<file path="src/rtl/is_stream_rx.sv">
// Serial instruction bus receiver: tracks the word-cycle bit time, deserializes
// the sync-framed instruction and locks after two good frames. Option: IS_RX_DECODE_EN.
module is_stream_rx #(
   parameter int unsigned WORD_BITS  = 56,
   parameter int unsigned INSTR_BITS = 10,
   parameter int unsigned SYNC_START = 45
) (
   input  logic                  cfst,
   input  logic                  rstb,
   input  logic                  bit_en,
   input  logic                  sync,
   input  logic                  is,
   output logic [INSTR_BITS-1:0] instr,
   output logic                  instr_vld,
   output logic [5:0]            bit_time,
   output logic                  locked,
   output logic                  sync_err
`ifdef IS_RX_DECODE_EN
   ,
   output logic                  cls_jsb,
   output logic                  cls_branch,
   output logic                  cls_arith,
   output logic                  cls_misc
`endif
);

   localparam int unsigned LW = $clog2(INSTR_BITS + 1);

   localparam logic [1:0] ST_HUNT  = 2'd0;
   localparam logic [1:0] ST_CHECK = 2'd1;
   localparam logic [1:0] ST_LOCK  = 2'd2;

   localparam logic [5:0]    LAST_BT  = 6'(WORD_BITS - 1);
   localparam logic [5:0]    START_BT = 6'(SYNC_START);
   localparam logic [LW-1:0] FULL_LEN = LW'(INSTR_BITS);

   logic [1:0]            state, state_n;
   logic                  sync_q;
   logic [LW-1:0]         len, len_n;
   logic [INSTR_BITS-1:0] sh, sh_n;
   logic                  frame_bad, frame_bad_n;
   logic                  load_q;
   logic [5:0]            bt_n, bt_inc;
   logic                  rise, high, fall;
   logic                  err, good;

   assign rise   = sync & ~sync_q;
   assign high   = sync & sync_q;
   assign fall   = ~sync & sync_q;
   assign locked = (state == ST_LOCK);

   always_comb begin
      bt_inc      = (bit_time == LAST_BT) ? '0 : bit_time + 6'd1;
      bt_n        = bt_inc;
      state_n     = state;
      len_n       = len;
      sh_n        = sh;
      frame_bad_n = frame_bad;
      err         = 1'b0;
      good        = 1'b0;
      if (rise) begin
         len_n       = LW'(1);
         sh_n        = {is, sh[INSTR_BITS-1:1]};
         frame_bad_n = 1'b0;
         if (state == ST_HUNT)
            bt_n = (START_BT == LAST_BT) ? '0 : START_BT + 6'd1;
         else if (bit_time != START_BT)
            err = 1'b1;
      end else if (high && !frame_bad) begin
         if (len == FULL_LEN)
            err = 1'b1;
         else begin
            len_n = len + LW'(1);
            sh_n  = {is, sh[INSTR_BITS-1:1]};
         end
      end else if (fall && !frame_bad) begin
         if (len == FULL_LEN)
            good = 1'b1;
         else
            err = 1'b1;
      end
      if (state != ST_HUNT && bit_time == START_BT && !sync)
         err = 1'b1;
      // an errored frame is ignored until the next rise; errors override a good fall
      if (err) begin
         state_n     = ST_HUNT;
         frame_bad_n = 1'b1;
         good        = 1'b0;
      end else if (good) begin
         state_n = (state == ST_HUNT) ? ST_CHECK : ST_LOCK;
      end
   end

   always_ff @(posedge cfst or negedge rstb) begin
      if (!rstb) begin
         state     <= ST_HUNT;
         bit_time  <= '0;
         sync_q    <= 1'b0;
         len       <= '0;
         sh        <= '0;
         frame_bad <= 1'b0;
         load_q    <= 1'b0;
         instr     <= '0;
         instr_vld <= 1'b0;
         sync_err  <= 1'b0;
      end else begin
         instr_vld <= 1'b0;
         sync_err  <= 1'b0;
         load_q    <= 1'b0;
         if (load_q) begin
            instr     <= sh;
            instr_vld <= 1'b1;
         end
         if (bit_en) begin
            state     <= state_n;
            bit_time  <= bt_n;
            sync_q    <= sync;
            len       <= len_n;
            sh        <= sh_n;
            frame_bad <= frame_bad_n;
            sync_err  <= err;
            load_q    <= good;
         end
      end
   end

`ifdef IS_RX_DECODE_EN
   always_ff @(posedge cfst or negedge rstb) begin
      if (!rstb) begin
         cls_jsb    <= 1'b0;
         cls_branch <= 1'b0;
         cls_arith  <= 1'b0;
         cls_misc   <= 1'b0;
      end else if (load_q) begin
         cls_jsb    <= (sh[1:0] == 2'b01);
         cls_branch <= (sh[1:0] == 2'b11);
         cls_arith  <= (sh[1:0] == 2'b10);
         cls_misc   <= (sh[1:0] == 2'b00);
      end
   end
`endif

endmodule
</file>
<file path="config.mk">
export PLATFORM = sky130hd
export DESIGN_NAME = is_stream_rx
export DESIGN_NICKNAME = d
export VERILOG_FILES = /design/src/rtl/is_stream_rx.sv
export SDC_FILE = /design/constraint.sdc
export NUM_CORES = 1
export LEC_CHECK = 0
export ABC_AREA = 1
export CAP_MARGIN = 20
export CORE_MARGIN = 2
export CORE_UTILIZATION = 57
export CTS_CLUSTER_SIZE = 12
export DETAILED_ROUTE_END_ITERATION = 6
export MAX_ROUTING_LAYER = met4
export PLACE_DENSITY = 0.83
export SLEW_MARGIN = 10
export SYNTH_ARGS = -nofsm -noshare
export SYNTH_HDL_FRONTEND = slang
export SYNTH_SLANG_ARGS = --single-unit
</file>
<file path="constraint.sdc">
create_clock -name cfst -period 2.8 [get_ports cfst]
set_clock_uncertainty 0.15 [all_clocks]
set_input_delay 0.42 -clock cfst [delete_from_list [all_inputs] [get_ports cfst]]
set_output_delay 0.42 -clock cfst [all_outputs]
set_load 0.02 [all_outputs]
</file>
# --- Yosys cells after proc, flatten, opt, wreduce, memory -nomap -nowiden ---
# Cells that the tools add are included.
word_totals:
  register_bits: 37
  output_inout_bits: 19
  wordCells: 66
classes:
  add_sub_neg: 2
  eq_ne: 6
  muxes: 29
  bitwise_logic: 5
  reduce_logical: 14
op_table:
  columns: ["operator", "n"]
  rows:
  - ["$mux W10", 3]
  - ["$mux W6", 3]
  - ["$mux W1", 17]
  - ["$eq A6 B6 Y1 const B", 2]
  - ["$mux W4", 3]
  - ["$reduce_bool A2 Y1", 4]
  - ["$add A6 B1 Y6 const B", 1]
  - ["$mux W2", 3]
  - ["$ne A6 B6 Y1 const B", 1]
  - ["$add A4 B1 Y4 const B", 1]
  - ["$eq A4 B4 Y1 const B", 1]
  - ["$logic_and A1 B1 Y1", 4]
  - ["$reduce_and A2 Y1", 2]
  - ["$and A1 B1 Y1", 3]
  - ["$reduce_and A3 Y1", 1]
  - ["$eq A2 B2 Y1 const B", 1]
  - ["$logic_not A1 Y1", 2]
  - ["$logic_not A2 Y1", 1]
  - ["$ne A2 B2 Y1 const B", 1]
  - ["$not A1 Y1", 2]

# --- Logic depth before layout (Yosys ltp) ---
logic_depth:
  ltp_word: 9
  ltp_mapped: 11
  mapped_depth_nobuf: 11

# --- Least setup slack after synthesis ---
# Ideal clock, no wire load.
synth_timing:
  path_kind: "register to register"
  start: "register bit_time[0]"
  end: "register state[0]"
  setup_ns: 0.118
  t_arrival_ns: 1.234
  t_required_ns: 2.532
  setup_slack_ns: 1.298
  stages_incl_launch_ff: 11
  n_path_buf: 0
  cell_sequence: "dfrtp_1 > ha_1 > inv_1 > nor2_1 > nand2_1 > nand2_1 > nand2_1 > nand2_1 > nand2_1 > nand3_1 > nand2_1"
synth_between:
  elab_chain_len: 7
  word_cells_on_any_way: 11
  classes_between: "eq/ne: 2; mux: 5; reduce/logical: 4"
synth_rtl:
  columns: ["item", "line_no", "rtl"]
  rows:
  - ["start: declaration", "15", "output logic [5:0] bit_time,"]
  - ["start signal: assignment", "116", "bit_time <= bt_n;"]
  - ["$ne A6 B6 Y1", "67", "else if (bit_time != START_BT)"]
  - ["$mux W1", "67", null]
  - ["$mux W1", "65", "if (state == ST_HUNT)"]
  - ["$mux W1", "61", "if (rise) begin"]
  - ["$mux W1 *", "82", "if (state != ST_HUNT && bit_time == START_BT && !sync)"]
  - ["$reduce_bool A2 Y1 (no line)", null, null]
  - ["$reduce_and A2 Y1 (no line)", null, null]
  - ["end signal: assignment", "115", "state <= state_n;"]
  - ["end: declaration", "37", "logic [1:0] state, state_n;"]
# Mark *: on every way between the ends. The rest lies on a longest branch, timed or not.
# A chain may end at the register's enable or synchronous reset.

# --- Final worst setup path ---
layout_timing:
  start: "register state[0]"
  end: "output locked"
layout_between:
  elab_chain_len: 1
layout_rtl:
  columns: ["item", "line_no", "rtl"]
  rows:
  - ["$eq A2 B2 Y1", "50", "assign locked = (state == ST_LOCK);"]
  - ["end: declaration", "16", "output logic locked,"]
# No other way between the ends.

==> impl_metrics.tcl <==
set metrics [dict create \
    pwr-share-comb_pct 30.9 \
    yosysTopAreaCellShare_pct 54.3 \
    crit_required_ps 2230 \
    yosys.area.top_type "dfrtp_1" \
    ios 24 \
    postRouteAntennaNets 0 \
    drive_gt1_share_pct 13.3 \
    avgSynthCellArea_um2 9.37 \
    maxSlewViolCount 0 \
    period_needed_ps 2060 \
    cts_setup_buffers 0 \
    rr_worst_depth 9 \
    powerDensity_nw_per_um2 849 \
    cts_hold_buf 0 \
    synth_top_cells_by_area "dfrtp_1 54%, nand2_1 7.0%, inv_1 4.8%" \
    ys_async_sr_fraction_pct 100 \
    swShare_pct 35.8 \
    end_kind "primary output" \
    initial_core_util_pct 60.8 \
    die_height_um 58.7 \
    synth.cell_area_um2 1710 \
    critPathMaxFanout 3 \
    max-slew-margin-rel_pct 63.3 \
    cts_buffer_depth 2 \
    violations "DRC" \
    max-cap-violations 0 \
    yosysMostFrequentCell "dfrtp_1" \
    fmax_mhz 485 \
    clockPowerShare_pct 22.7 \
    rsz0062_at_grt "false" \
    cts_sinks 37 \
    pre_cts_ws_ps 638 \
    setup_ws_ps 737 \
    finalWirelength_um 3170 \
    grt_pass1_vias 1219 \
    final_area_um2 2040 \
    criticalPathCategory "flop to primary output" \
    seqPwrFrac_pct 46.4 \
    p_sw_mw 0.620 \
    clkSlewWorstSetupHoldPaths_ps 110 \
    synth_common_cells "37 x dfrtp_1, 32 x nand2_1, 22 x inv_1" \
    viasPerCell 5.37 \
    drtIter0Drc 57 \
    finalCritPeriodShare_pct 73.7 \
    stdcell_count 241 \
    report.power.total_mw 1.73 \
    synth_edf_count 0 \
    synthCells 182 \
    dieArea_um2 3450 \
    syn_nets 191 \
    first_pass_iters 6 \
    antenna_found_initial 0 \
    peakVddDrop_uv 837 \
    post-place-cells 233 \
    overflow 0 \
    cts_max_level 2 \
    grt_max_degree 38 \
    core_um2 2810 \
    vias 1295 \
    insertion_delay_ps 350 \
    synth.distinct_cells 27 \
    antennaDiodeCount 0 \
    syn_to_final_growth_pct 19.4 \
    yosysSeqAreaShare_pct 54.3 \
    cp.arrival_ps 1490 \
    setup_viol 0 \
    tns_ps 0 \
    worst_slew_pin_slew_ps 551 \
    grt_usage_pct 21.9 \
    hold_class "input pin to asynchronous set/reset pin" \
    grt_pass1_wl_um 5380 \
    row_count 19 \
    io_buffers 23 \
    drc 1 \
    root_buffer "clkbuf_4" \
    cts_inserted_buffers 5 \
    cts_resized 0 \
    synth-seq-cells 37 \
    place_area_um2 1950 \
    hold_violations 0 \
    p_int_mw 1.11 \
    final_nets 218 \
    die_x_um 58.7 \
    crit_path_start_kind "flop" \
    p_leak_nw 1.00 \
    avgRoutedWirePerCell_um 13.2 \
    status "finished with violations" \
    r2r_slack_ps 1180 \
    yosysWarningCount 0 \
    cts_tree "built" \
    synthFlopType "dfrtp_1" \
    hpwl_um 2300 \
    place.gp.congestion 0.832 \
]
## cell usage in the layout (no fill, tap or decap), drive strengths merged
| master | n |
|---|---|
| nand2 | 38 |
| dfrtp | 37 |
| inv | 24 |
| clkdlybuf4s50 | 23 |
| nor2 | 22 |
| nand3 | 14 |
| a21oi | 12 |
| o21ai | 12 |
| clkbuf | 6 |
| nand4 | 4 |
| mux2 | 4 |
| ha | 4 |
| xor2 | 2 |
| xnor2 | 2 |
| a22oi | 2 |
| nand3b | 1 |
| bufinv | 1 |
| clkinvlp | 1 |
| buf | 1 |
## registers in the layout, indices dropped and copies added (netlist names)
register	flops
state	2
sync_q	1
sync_err	1
frame_bad	1
len	4
instr_vld	1
load_q	1
bit_time	6
instr	10
sh	10
## worst max-delay path, stage by stage, from the launching register on
cell and delay [ps]:
dfrtp_1 410, nor2_1 110, clkdlybuf4s50_1 610
## layout make-up
type,count,area (µm²)
Tap cell,31,38.8
Fill cell,224,769
Timing Repair Buffer,24,238
Clock buffer,6,51.3
Inverter,24,90.1
Sequential cell,37,926
Clock inverter,2,37.5
Multi-Input combinational cell,117,654
## power by group through the flow
stage,Clock (mW),Sequential [mW],Combinational (mW)
final,0.392,0.802,0.535
after global routing,0.423,0.822,0.601
after CTS,0.403,0.801,0.539
after detailed placement,0,0.811,0.538
after global placement,0,0.802,0.513
after floorplan,0,0.835,0.319
## worst paths after layout
path | from | end
min in group cfst | sh[9] | sh[8]
worst min-delay path | rstb | sync_err
max in group asynchronous | rstb | sh[7]
worst max-delay path | state[0] | locked
worst max register to register | len[0] | state[1]
worst min register to register | sh[9] | sh[8]
## through the flow
stage	util [%]	hold WS (ps)
after floorplan	-	-25.6
after global placement	69.4	320
after detailed placement	69.4	331
after CTS	72.6	342
after global routing	72.6	349
final	72.6	330
## metal layers
| layer | wire (µm) | vias up | GRT usage [%] |
|---|---|---|---|
| met1 | 1430 | 614 | 28.0 |
| met4 | 64 | 0 | 9.09 |
| met5 | 0 | - | - |
| met3 | 128 | 7 | 5.27 |
| li1 | - | 640 | - |
| met2 | 1550 | 34 | 33.7 |
## cell families (layout without fill, tap and decap cells)
family                     after synthesis  after routing  synth area share, %
buffers and inverters                   28             56                 7.34
and+or+nand+nor                         79             79                 22.6
DFF                                     37             37                 54.3
xor gates and xnor gates                 4              4                 2.05
AOI/OAI and AO/OA                       26             26                 8.14
muxes                                    4              4                 2.64
adders and majority gates                4              4                 2.93
Note: power is estimated with default switching activity, not from simulation.
